<file path="src/rtl/muldiv_ctrl_if.sv">
// Bundle between the EX/MEM1 pipeline control and the HI/LO multiply/divide sequencer.
//   master: pipeline side. It drives the operation, operands, advance enables and flush,
//           and observes the busy/stall requests and HI/LO.
//   slave : sequencer side (muldiv_ctrl).
interface muldiv_ctrl_if;
  logic [2:0]  EX_MDOp;      // 0 none,1 MULT,2 MULTU,3 DIV,4 DIVU,5 MTHI,6 MTLO
  logic        EX_valid;     // EX holds a real instruction
  logic [31:0] EX_A;         // rs operand (bypassed)
  logic [31:0] EX_B;         // rt operand (bypassed)
  logic        EX_MEM1Wr;    // EX->MEM1 advance
  logic        MEM1_MEM2Wr;  // MEM1->MEM2 advance
  logic        MEM1_ee;      // flush at MEM1
  logic        isbusy;       // divide in flight
  logic        MUL_sign;     // multiply in flight, freezes pipeline
  logic [31:0] HI;
  logic [31:0] LO;

  modport master (
    output EX_MDOp, EX_valid, EX_A, EX_B, EX_MEM1Wr, MEM1_MEM2Wr, MEM1_ee,
    input  isbusy, MUL_sign, HI, LO
  );

  modport slave (
    input  EX_MDOp, EX_valid, EX_A, EX_B, EX_MEM1Wr, MEM1_MEM2Wr, MEM1_ee,
    output isbusy, MUL_sign, HI, LO
  );
endinterface

</file>
<file path="src/rtl/muldiv_ctrl.sv">
// HI/LO multiply/divide sequencer.
// Accepts MULT/MULTU/DIV/DIVU/MTHI/MTLO from EX. It runs a MUL_LAT-deep multiply pipe and a
// 32-iteration restoring divide, and owns HI/LO. The issuing instruction is tracked through
// EX/MEM1 so that a MEM1 flush cancels the operation before it commits.
// Ports:
//   clk  - clock, rising edge
//   rst  - synchronous active-high reset
//   bus  - muldiv_ctrl_if.slave (op/operands/advance/flush in; isbusy/MUL_sign/HI/LO out)
// Parameter MUL_LAT (>=1): multiply latency in cycles.
// Optional macro MULDIV_EARLY_EXIT_EN: a divide whose nonzero divisor magnitude exceeds the
// dividend magnitude goes straight to the sign-fix cycle.
module muldiv_ctrl #(
  parameter int unsigned MUL_LAT = 2
) (
  input logic           clk,
  input logic           rst,
  muldiv_ctrl_if.slave  bus
);

  localparam int unsigned CntW = (MUL_LAT > 32) ? $clog2(MUL_LAT) : 5;

  typedef enum logic [1:0] {StIdle, StMul, StDiv, StFix} state_e;

  state_e            state_q, state_d;
  logic [1:0]        pos_q, pos_d;
  logic [CntW-1:0]   cnt_q, cnt_d;
  logic [31:0]       hi_q, hi_d, lo_q, lo_d;
  logic [31:0]       rem_q, rem_d, quo_q, quo_d, dvs_q, dvs_d;
  logic              sq_q, sq_d, sr_q, sr_d, dz_q, dz_d;
  logic [63:0]       mul_pipe_q [MUL_LAT];

  logic        mul_op, div_op, op_signed, start, abort;
  logic        a_neg, b_neg;
  logic [31:0] a_mag, b_mag;
  logic [63:0] a_ext, b_ext;
  logic [32:0] shifted, diff;

  assign mul_op    = (bus.EX_MDOp == 3'd1) | (bus.EX_MDOp == 3'd2);
  assign div_op    = (bus.EX_MDOp == 3'd3) | (bus.EX_MDOp == 3'd4);
  assign op_signed = (bus.EX_MDOp == 3'd1) | (bus.EX_MDOp == 3'd3);

  assign start = bus.EX_valid & (bus.EX_MDOp != 3'd0) & (state_q == StIdle) & ~bus.MEM1_ee;
  // The instruction has not yet passed MEM1, so a flush there kills the operation.
  assign abort = (state_q != StIdle) & bus.MEM1_ee & (pos_q != 2'd2);

  assign a_neg = op_signed & bus.EX_A[31];
  assign b_neg = op_signed & bus.EX_B[31];
  assign a_mag = a_neg ? -bus.EX_A : bus.EX_A;
  assign b_mag = b_neg ? -bus.EX_B : bus.EX_B;

  // The low 64 bits of the 33x33 signed product equal the 64-bit wrap product of the
  // extended operands.
  assign a_ext = {{32{a_neg}}, bus.EX_A};
  assign b_ext = {{32{b_neg}}, bus.EX_B};

  // One restoring step. rem < dvs is invariant, so bit 32 of diff is the borrow.
  assign shifted = {rem_q, quo_q[31]};
  assign diff    = shifted - {1'b0, dvs_q};

  always_comb begin
    state_d = state_q;
    pos_d   = pos_q;
    cnt_d   = cnt_q;
    hi_d    = hi_q;
    lo_d    = lo_q;
    rem_d   = rem_q;
    quo_d   = quo_q;
    dvs_d   = dvs_q;
    sq_d    = sq_q;
    sr_d    = sr_q;
    dz_d    = dz_q;

    if (pos_q == 2'd0 && bus.EX_MEM1Wr) begin
      pos_d = 2'd1;
    end else if (pos_q == 2'd1 && bus.MEM1_MEM2Wr) begin
      pos_d = 2'd2;
    end

    unique case (state_q)
      StIdle: begin
        if (start) begin
          pos_d = 2'd0;
          if (mul_op) begin
            state_d = StMul;
            cnt_d   = CntW'(MUL_LAT - 1);
          end else if (div_op) begin
            state_d = StDiv;
            cnt_d   = CntW'(31);
            dz_d    = (bus.EX_B == 32'd0);
            // On divide by zero rem holds |A| untouched so the fix cycle restores A.
            rem_d   = (bus.EX_B == 32'd0) ? a_mag : 32'd0;
            quo_d   = a_mag;
            dvs_d   = b_mag;
            sq_d    = a_neg ^ b_neg;
            sr_d    = a_neg;
`ifdef MULDIV_EARLY_EXIT_EN
            if (b_mag != 32'd0 && (b_mag > a_mag || a_mag == 32'd0)) begin
              state_d = StFix;
              quo_d   = 32'd0;
              rem_d   = a_mag;
            end
`endif
          end else if (bus.EX_MDOp == 3'd5) begin
            hi_d = bus.EX_A;
          end else if (bus.EX_MDOp == 3'd6) begin
            lo_d = bus.EX_A;
          end
        end
      end
      StMul: begin
        if (cnt_q == '0) begin
          hi_d    = mul_pipe_q[MUL_LAT-1][63:32];
          lo_d    = mul_pipe_q[MUL_LAT-1][31:0];
          state_d = StIdle;
        end else begin
          cnt_d = cnt_q - CntW'(1);
        end
      end
      StDiv: begin
        if (!dz_q) begin
          if (!diff[32]) begin
            rem_d = diff[31:0];
            quo_d = {quo_q[30:0], 1'b1};
          end else begin
            rem_d = shifted[31:0];
            quo_d = {quo_q[30:0], 1'b0};
          end
        end
        if (cnt_q == '0) begin
          state_d = StFix;
        end else begin
          cnt_d = cnt_q - CntW'(1);
        end
      end
      StFix: begin
        lo_d    = dz_q ? 32'hFFFF_FFFF : (sq_q ? -quo_q : quo_q);
        hi_d    = sr_q ? -rem_q : rem_q;
        state_d = StIdle;
      end
      default: state_d = StIdle;
    endcase

    if (abort) begin
      state_d = StIdle;
      hi_d    = hi_q;
      lo_d    = lo_q;
    end
  end

  always_ff @(posedge clk) begin
    if (rst) begin
      state_q <= StIdle;
      pos_q   <= 2'd2;
      cnt_q   <= '0;
      hi_q    <= '0;
      lo_q    <= '0;
      rem_q   <= '0;
      quo_q   <= '0;
      dvs_q   <= '0;
      sq_q    <= 1'b0;
      sr_q    <= 1'b0;
      dz_q    <= 1'b0;
    end else begin
      state_q <= state_d;
      pos_q   <= pos_d;
      cnt_q   <= cnt_d;
      hi_q    <= hi_d;
      lo_q    <= lo_d;
      rem_q   <= rem_d;
      quo_q   <= quo_d;
      dvs_q   <= dvs_d;
      sq_q    <= sq_d;
      sr_q    <= sr_d;
      dz_q    <= dz_d;
    end
  end

  // Stage 0 captures the product at the start edge; the last stage is read when cnt hits 0.
  always_ff @(posedge clk) begin
    if (rst) begin
      for (int i = 0; i < MUL_LAT; i++) begin
        mul_pipe_q[i] <= '0;
      end
    end else begin
      if (start & mul_op) begin
        mul_pipe_q[0] <= a_ext * b_ext;
      end
      for (int i = 1; i < MUL_LAT; i++) begin
        mul_pipe_q[i] <= mul_pipe_q[i-1];
      end
    end
  end

  assign bus.isbusy   = (start & div_op) | (state_q == StDiv) | (state_q == StFix);
  assign bus.MUL_sign = (start & mul_op) | (state_q == StMul);
  assign bus.HI       = hi_q;
  assign bus.LO       = lo_q;

endmodule

</file>
<file path="src/flat_wrapper.sv">
// flat-port wrapper written by rule: the top's interface ports become plain ports
module muldiv_ctrl_flat 
#(
  parameter int unsigned MUL_LAT = 2
)
  (clk, rst, bus_EX_MDOp, bus_EX_valid, bus_EX_A, bus_EX_B, bus_EX_MEM1Wr, bus_MEM1_MEM2Wr, bus_MEM1_ee, bus_isbusy, bus_MUL_sign, bus_HI, bus_LO);
  muldiv_ctrl_if bus_i ();
  input logic clk;
  input logic rst;
  input wire logic [$bits(bus_i.EX_MDOp)-1:0] bus_EX_MDOp;
  input wire logic [$bits(bus_i.EX_valid)-1:0] bus_EX_valid;
  input wire logic [$bits(bus_i.EX_A)-1:0] bus_EX_A;
  input wire logic [$bits(bus_i.EX_B)-1:0] bus_EX_B;
  input wire logic [$bits(bus_i.EX_MEM1Wr)-1:0] bus_EX_MEM1Wr;
  input wire logic [$bits(bus_i.MEM1_MEM2Wr)-1:0] bus_MEM1_MEM2Wr;
  input wire logic [$bits(bus_i.MEM1_ee)-1:0] bus_MEM1_ee;
  output wire logic [$bits(bus_i.isbusy)-1:0] bus_isbusy;
  output wire logic [$bits(bus_i.MUL_sign)-1:0] bus_MUL_sign;
  output wire logic [$bits(bus_i.HI)-1:0] bus_HI;
  output wire logic [$bits(bus_i.LO)-1:0] bus_LO;
  assign bus_i.EX_MDOp = bus_EX_MDOp;
  assign bus_i.EX_valid = bus_EX_valid;
  assign bus_i.EX_A = bus_EX_A;
  assign bus_i.EX_B = bus_EX_B;
  assign bus_i.EX_MEM1Wr = bus_EX_MEM1Wr;
  assign bus_i.MEM1_MEM2Wr = bus_MEM1_MEM2Wr;
  assign bus_i.MEM1_ee = bus_MEM1_ee;
  assign bus_isbusy = bus_i.isbusy;
  assign bus_MUL_sign = bus_i.MUL_sign;
  assign bus_HI = bus_i.HI;
  assign bus_LO = bus_i.LO;
  muldiv_ctrl #(.MUL_LAT(MUL_LAT)) u_core (.clk(clk), .rst(rst), .bus(bus_i));
endmodule
</file>
<file path="config.mk">
export PLATFORM = sky130hd
export DESIGN_NAME = muldiv_ctrl_flat
export DESIGN_NICKNAME = d
export VERILOG_FILES = /design/src/rtl/muldiv_ctrl_if.sv /design/src/rtl/muldiv_ctrl.sv /design/src/flat_wrapper.sv
export SDC_FILE = /design/constraint.sdc
export NUM_CORES = 2
export LEC_CHECK = 0
export ABC_CLOCK_PERIOD_IN_PS = 10220
export CAP_MARGIN = 5
export CORE_ASPECT_RATIO = 1.25
export CORE_MARGIN = 5
export CORE_UTILIZATION = 30
export DETAILED_ROUTE_END_ITERATION = 10
export PLACE_DENSITY = 0.48
export SLEW_MARGIN = 15
export SYNTH_ARGS = -nofsm -noshare
export SYNTH_HDL_FRONTEND = slang
export SYNTH_SLANG_ARGS = --single-unit
</file>
<file path="constraint.sdc">
create_clock -name clk -period 10.22 [get_ports clk]
set_clock_uncertainty 0.1 [all_clocks]
set_input_delay 1.533 -clock clk [delete_from_list [all_inputs] [get_ports clk]]
set_output_delay 1.533 -clock clk [all_outputs]
set_load 0.02 [all_outputs]
</file>
== Word level (Yosys, flattened, before mapping) ==
Memory sizes are Yosys's and may differ from the RTL's.
Index checks and enable logic that the tools add are counted.

* Register bits: 172
* Bits in writable memories: 128
* Input bits: 73
* Output and inout port bits: 66
* Word-level logic and storage cells: 136
* Memories: 1

* Add/sub/neg operators: 6
* Multipliers: 1
* Equal/unequal tests: 23
* Multiplexer cells: 54
* Bitwise operators: 21
* Reduce and logical (&&, ||, !) cells: 19

{| class="wikitable"
|+ Memories
! name !! words !! width !! rd ports !! clocked after memory_dff !! wr ports !! RTL line !! source
|-
| u_core.mul_pipe_q || 2 || 64 || 2 || 0 || 2 || muldiv_ctrl.sv:30 || <nowiki>logic [63:0] mul_pipe_q [MUL_LAT];</nowiki>
|}

{| class="wikitable"
|+ Operators by type and width
! operator !! number
|-
| $mux W32 || 26
|-
| $pmux W32 S3 || 2
|-
| $mux W64 || 2
|-
| $neg A32 Y32 || 4
|-
| $pmux W32 S2 || 2
|-
| $mul A33 B33 Y64 || 1
|-
| $sub A33 B32 Y33 || 1
|-
| $logic_not A32 Y1 || 1
|-
| $mux W5 || 4
|-
| $mux W2 || 9
|-
| $ne A2 B2 Y1 const B || 8
|-
| $reduce_and A4 Y1 || 3
|-
| $pmux W5 S2 || 1
|-
| $and A1 B1 Y1 || 9
|-
| $eq A3 B3 Y1 const B || 3
|-
| $ne A2 B1 Y1 const B || 4
|-
| $or A1 B1 Y1 || 8
|-
| $pmux W2 S4 || 1
|-
| $reduce_and A8 Y1 || 1
|-
| $mux W1 || 7
|-
| $reduce_and A7 Y1 || 1
|-
| $eq A3 B2 Y1 const B || 2
|-
| $reduce_bool A2 Y1 || 3
|-
| $reduce_bool A3 Y1 || 2
|-
| other kinds (12) || 19
|}

== Longest topological paths before layout ==
* Word-level depth: 9
* Mapped depth: 34

== Least setup slack after synthesis ==
No wires, ideal clock.

* Kind: input to register
* Start point: input bus_EX_MDOp[2]
* End point: memory u_core.mul_pipe_q[0][60], data pin
* Setup time: 260 ps
* Arrival: 10007 ps
* Slack: -147 ps
* Cell stages on the path: 32
* Path buffers: 5
* Cells stage by stage: clkbuf_1 -> nor2b_1 -> and2_1 -> clkbuf_1 -> clkbuf_1 -> buf_1 -> nand2_1 -> inv_1 -> fa_1 -> fa_1 -> fa_1 -> inv_1 -> fa_1 -> inv_1 -> fa_1 -> fa_1 -> inv_1 -> fa_1 -> fa_1 -> inv_1 -> ha_1 -> clkbuf_1 -> a21oi_1 -> o21ai_0 -> a2111oi_0 -> o31ai_1 -> a21oi_1 -> o21ai_0 -> a31oi_1 -> o21ai_1 -> o31ai_1 -> mux2_2

{| class="wikitable"
|+ RTL lines
! what !! RTL line !! source
|-
| start, declared || flat_wrapper.sv:10 || <nowiki>input wire logic [$bits(bus_i.EX_MDOp)-1:0] bus_EX_MDOp;</nowiki>
|-
| end, declared || muldiv_ctrl.sv:30 ||
|}

==> impl_metrics.tcl <==
set metrics [dict create \
    viasPerCell 4.913 \
    synthCells 6170 \
    cts_inserted_buffers 30 \
    path_clk_slew_ns 0.08 \
    start_kind "input pin" \
    synth.top_cells.by_count "inv_1, fa_1, nand2_1, clkbuf_1, and2_1" \
    grt_pass1_vias 46790 \
    grt_start_max_net_pins 163 \
    synth_area_leader_cell "fa_1" \
    min_to "u_core.dvs_q[4]$_SDFFE_PP0P_" \
    worstPathArrival_ns 9.88 \
    grtUsageMet2 0.3720 \
    initial_core_util 0.3013 \
    holdWs_ns 0.3793 \
    critPathMaxStageDelay_ns 0.71 \
    stdcell_count 8703 \
    drtAntennaViolNets 0 \
    cp-end-kind "register" \
    setup.worst_path.class "in -> reg" \
    fp-row-count 175 \
    post_cts_buffers 0 \
    reg2reg_to "u_core.rem_q[20]$_SDFFE_PP0P_" \
    rrSetupSlack_ns 4.93 \
    ys_seq_area_frac 0.1329 \
    rsz0062_at_grt "false" \
    synth_top_cells_by_area "fa_1, inv_1, edfxtp_1, nand2_1, dfxtp_1" \
    cp_common_cell "fa_1" \
    fin_nets 7730 \
    multi_input_area_um2 41670 \
    drtPass1Iterations 5 \
    yosys_warnings 0 \
    drtIter0Drc 2571 \
    r2r.worst_path.cells 10 \
    ys.flop_type "dfxtp_1" \
    fp.dieW_um 392.3 \
    ff_latch_area_um2 7287 \
    core-area_um2 182000 \
    synth.most_common_cell "inv_1" \
    clk_path_buf_depth 3 \
    max_slew_margin 0.2020 \
    synth_edf_count 128 \
    detail_route.wl_per_cell_um 22.45 \
    status "completed" \
    grt_pass1_wl_um 297500 \
    hold_path_depth 2 \
    root_buffer "clkbuf_16" \
    die_area_um2 191400 \
    drt_drc_violations_left 0 \
    hp-class "reg -> reg" \
    post-place-cells 8634 \
    syn_area_um2 54820 \
    min_from "u_core.dvs_q[4]$_SDFFE_PP0P_" \
    avgSynthCellArea_um2 8.884 \
    grtUsageTotal 0.2066 \
    nFillCells 19040 \
    vias 42750 \
    die_h_um 487.9 \
    cp-startpoint "bus_EX_MDOp[0]" \
    clock.fmax_mhz 103.8 \
    grt_util_met3 0.02070 \
    clkSinkCount 300 \
    layout_worst_path_cycle_share 0.9422 \
    grt_overflow_total 0 \
    cts_tree "done" \
    antenna_found_initial 15 \
    routabilityCongestion 0.9104 \
    final_layout_size_suffix_gt1_frac 0.07048 \
    synth_cell_types 77 \
    clk_latency_ns 0.61 \
    top_usage_layer "met2" \
    tightest_slew_ns 1.193 \
    htree_levels 1 \
    port_buffers 138 \
    grt_use_met1 0.2530 \
    required_ns 10.47 \
    crit_path_top_delay_cell "fa_2" \
    finalCriticalPeriod_ns 9.630 \
    ios 139 \
    synthArstFlopShare 0 \
    r2r-start "u_core.state_q[0]$_SDFFE_PP0P_" \
    hpwlAfterDp_um 154700 \
    cp_max_fo 4 \
    setup_viol 0 \
    ys_ff_latch 300 \
    utilization 0.3360 \
    wl_um 195300 \
    syn_to_final_growth_pct 11.52 \
    maxCapViolCount 0 \
    final_max_slew_viol_count 0 \
    synth_top_area_share 0.4112 \
    hold_violations 0 \
    setup-tns-final_ns 0 \
]
==> cells by family (layout without fill, tap and decap cells) <==
kind of cell / Yosys count / after routing / synth area share
compound gates: 726 / 726 / 0.08785
flops: 300 / 300 / 0.1329
buf+inv: 1636 / 1703 / 0.1127
xor+xnor: 218 / 218 / 0.03483
other cells: 1 / 78 / 0.00006841
mux: 24 / 24 / 0.004816
simple gates: 1885 / 1885 / 0.1576
fa+ha+maj: 1380 / 1380 / 0.4692
==> worst max-delay path by stage <==
| stage | end | slack (ns) |
|---|---|---|
| floorplan | u_core.mul_pipe_q[0][60]$_SDFFCE_PN0P_ | 0.03 |
| global placement | u_core.mul_pipe_q[0][60]$_SDFFCE_PN0P_ | -0.17 |
| detailed placement | u_core.mul_pipe_q[0][60]$_SDFFCE_PN0P_ | -0.23 |
| CTS | u_core.mul_pipe_q[0][60]$_SDFFCE_PN0P_ | 0.36 |
| global route | u_core.mul_pipe_q[0][60]$_SDFFCE_PN0P_ | 0.08 |
| finish | u_core.mul_pipe_q[0][60]$_SDFFCE_PN0P_ | 0.59 |
==> sequential cells by signal, summed over array words and instances, names as in the netlist <==
name	count
u_core.bus.LO	32
u_core.state_q	2
u_core.bus.HI	32
u_core.mul_pipe_q	128
u_core.dz_q	1
u_core.sr_q	1
u_core.quo_q	32
u_core.rem_q	32
u_core.cnt_q	5
u_core.sq_q	1
u_core.dvs_q	32
u_core.pos_q	2
==> layer usage <==
layer / vias to the layer above / wire length, um
met5: - / 45
met4: 6 / 9265
met3: 366 / 9219
met2: 1253 / 98360
met1: 22150 / 78450
li1: 18980 / -
==> placed cells by master, fill, tap and decap left out, types with 52 or more instances in the layout <==
cell type / count
ha_1: 251
dfxtp_1: 172
nand2_1: 967
a22oi_1: 62
clkdlybuf4s50_1: 83
nor3_1: 55
nor2_1: 291
fa_1: 1125
and2_1: 296
o21ai_0: 143
a21oi_1: 157
buf_2: 54
inv_1: 1226
conb_1: 64
a311oi_1: 68
edfxtp_1: 128
xnor2_1: 150
nor2b_1: 82
a211oi_1: 52
buf_4: 255
xor2_1: 66
==> layout make-up <==
type / count / share of cell area
Clock buffer: 40 / 0.01365
Timing Repair Buffer: 419 / 0.05809
Inverter: 1229 / 0.07553
Multi-Input combinational cell: 4297 / 0.6816
Clock inverter: 15 / 0.002456
Sequential cell: 300 / 0.1192
Tap cell: 2389 / 0.04890
Antenna cell: 14 / 0.0005731
==> what timing repair did <==
| action | CTS | global route |
|---|---|---|
| resized for setup | 0 | 2 |
| hold buffers | 0 | 0 |
| hold endpoints to repair | 0 | 0 |
| endpoints found under the setup margin | 0 | 1 |
==> worst max-delay path, delay by kind of cell <==
family                     cells  cell delay, ns
AOI/OAI and AO/OA              9            1.75
adders and majority gates      9            4.54
buffers and inverters          8            1.16
muxes                          1            0.36
and+or+nand+nor                3            0.54
==> metrics by stage <==
| step | cell area (um2) | worst slack, ns |
|---|---|---|
| after floorplan | 55060 | 0.03225 |
| after global placement | 60110 | -0.1684 |
| after detailed placement | 60110 | -0.2302 |
| after CTS | 61090 | 0.3618 |
| after global routing | 61110 | 0.07881 |
| final | 61130 | 0.5903 |
Power is left out: the tool's default activity adds up to more than one toggle a clock period on the data nets, which glitch-free logic cannot reach.
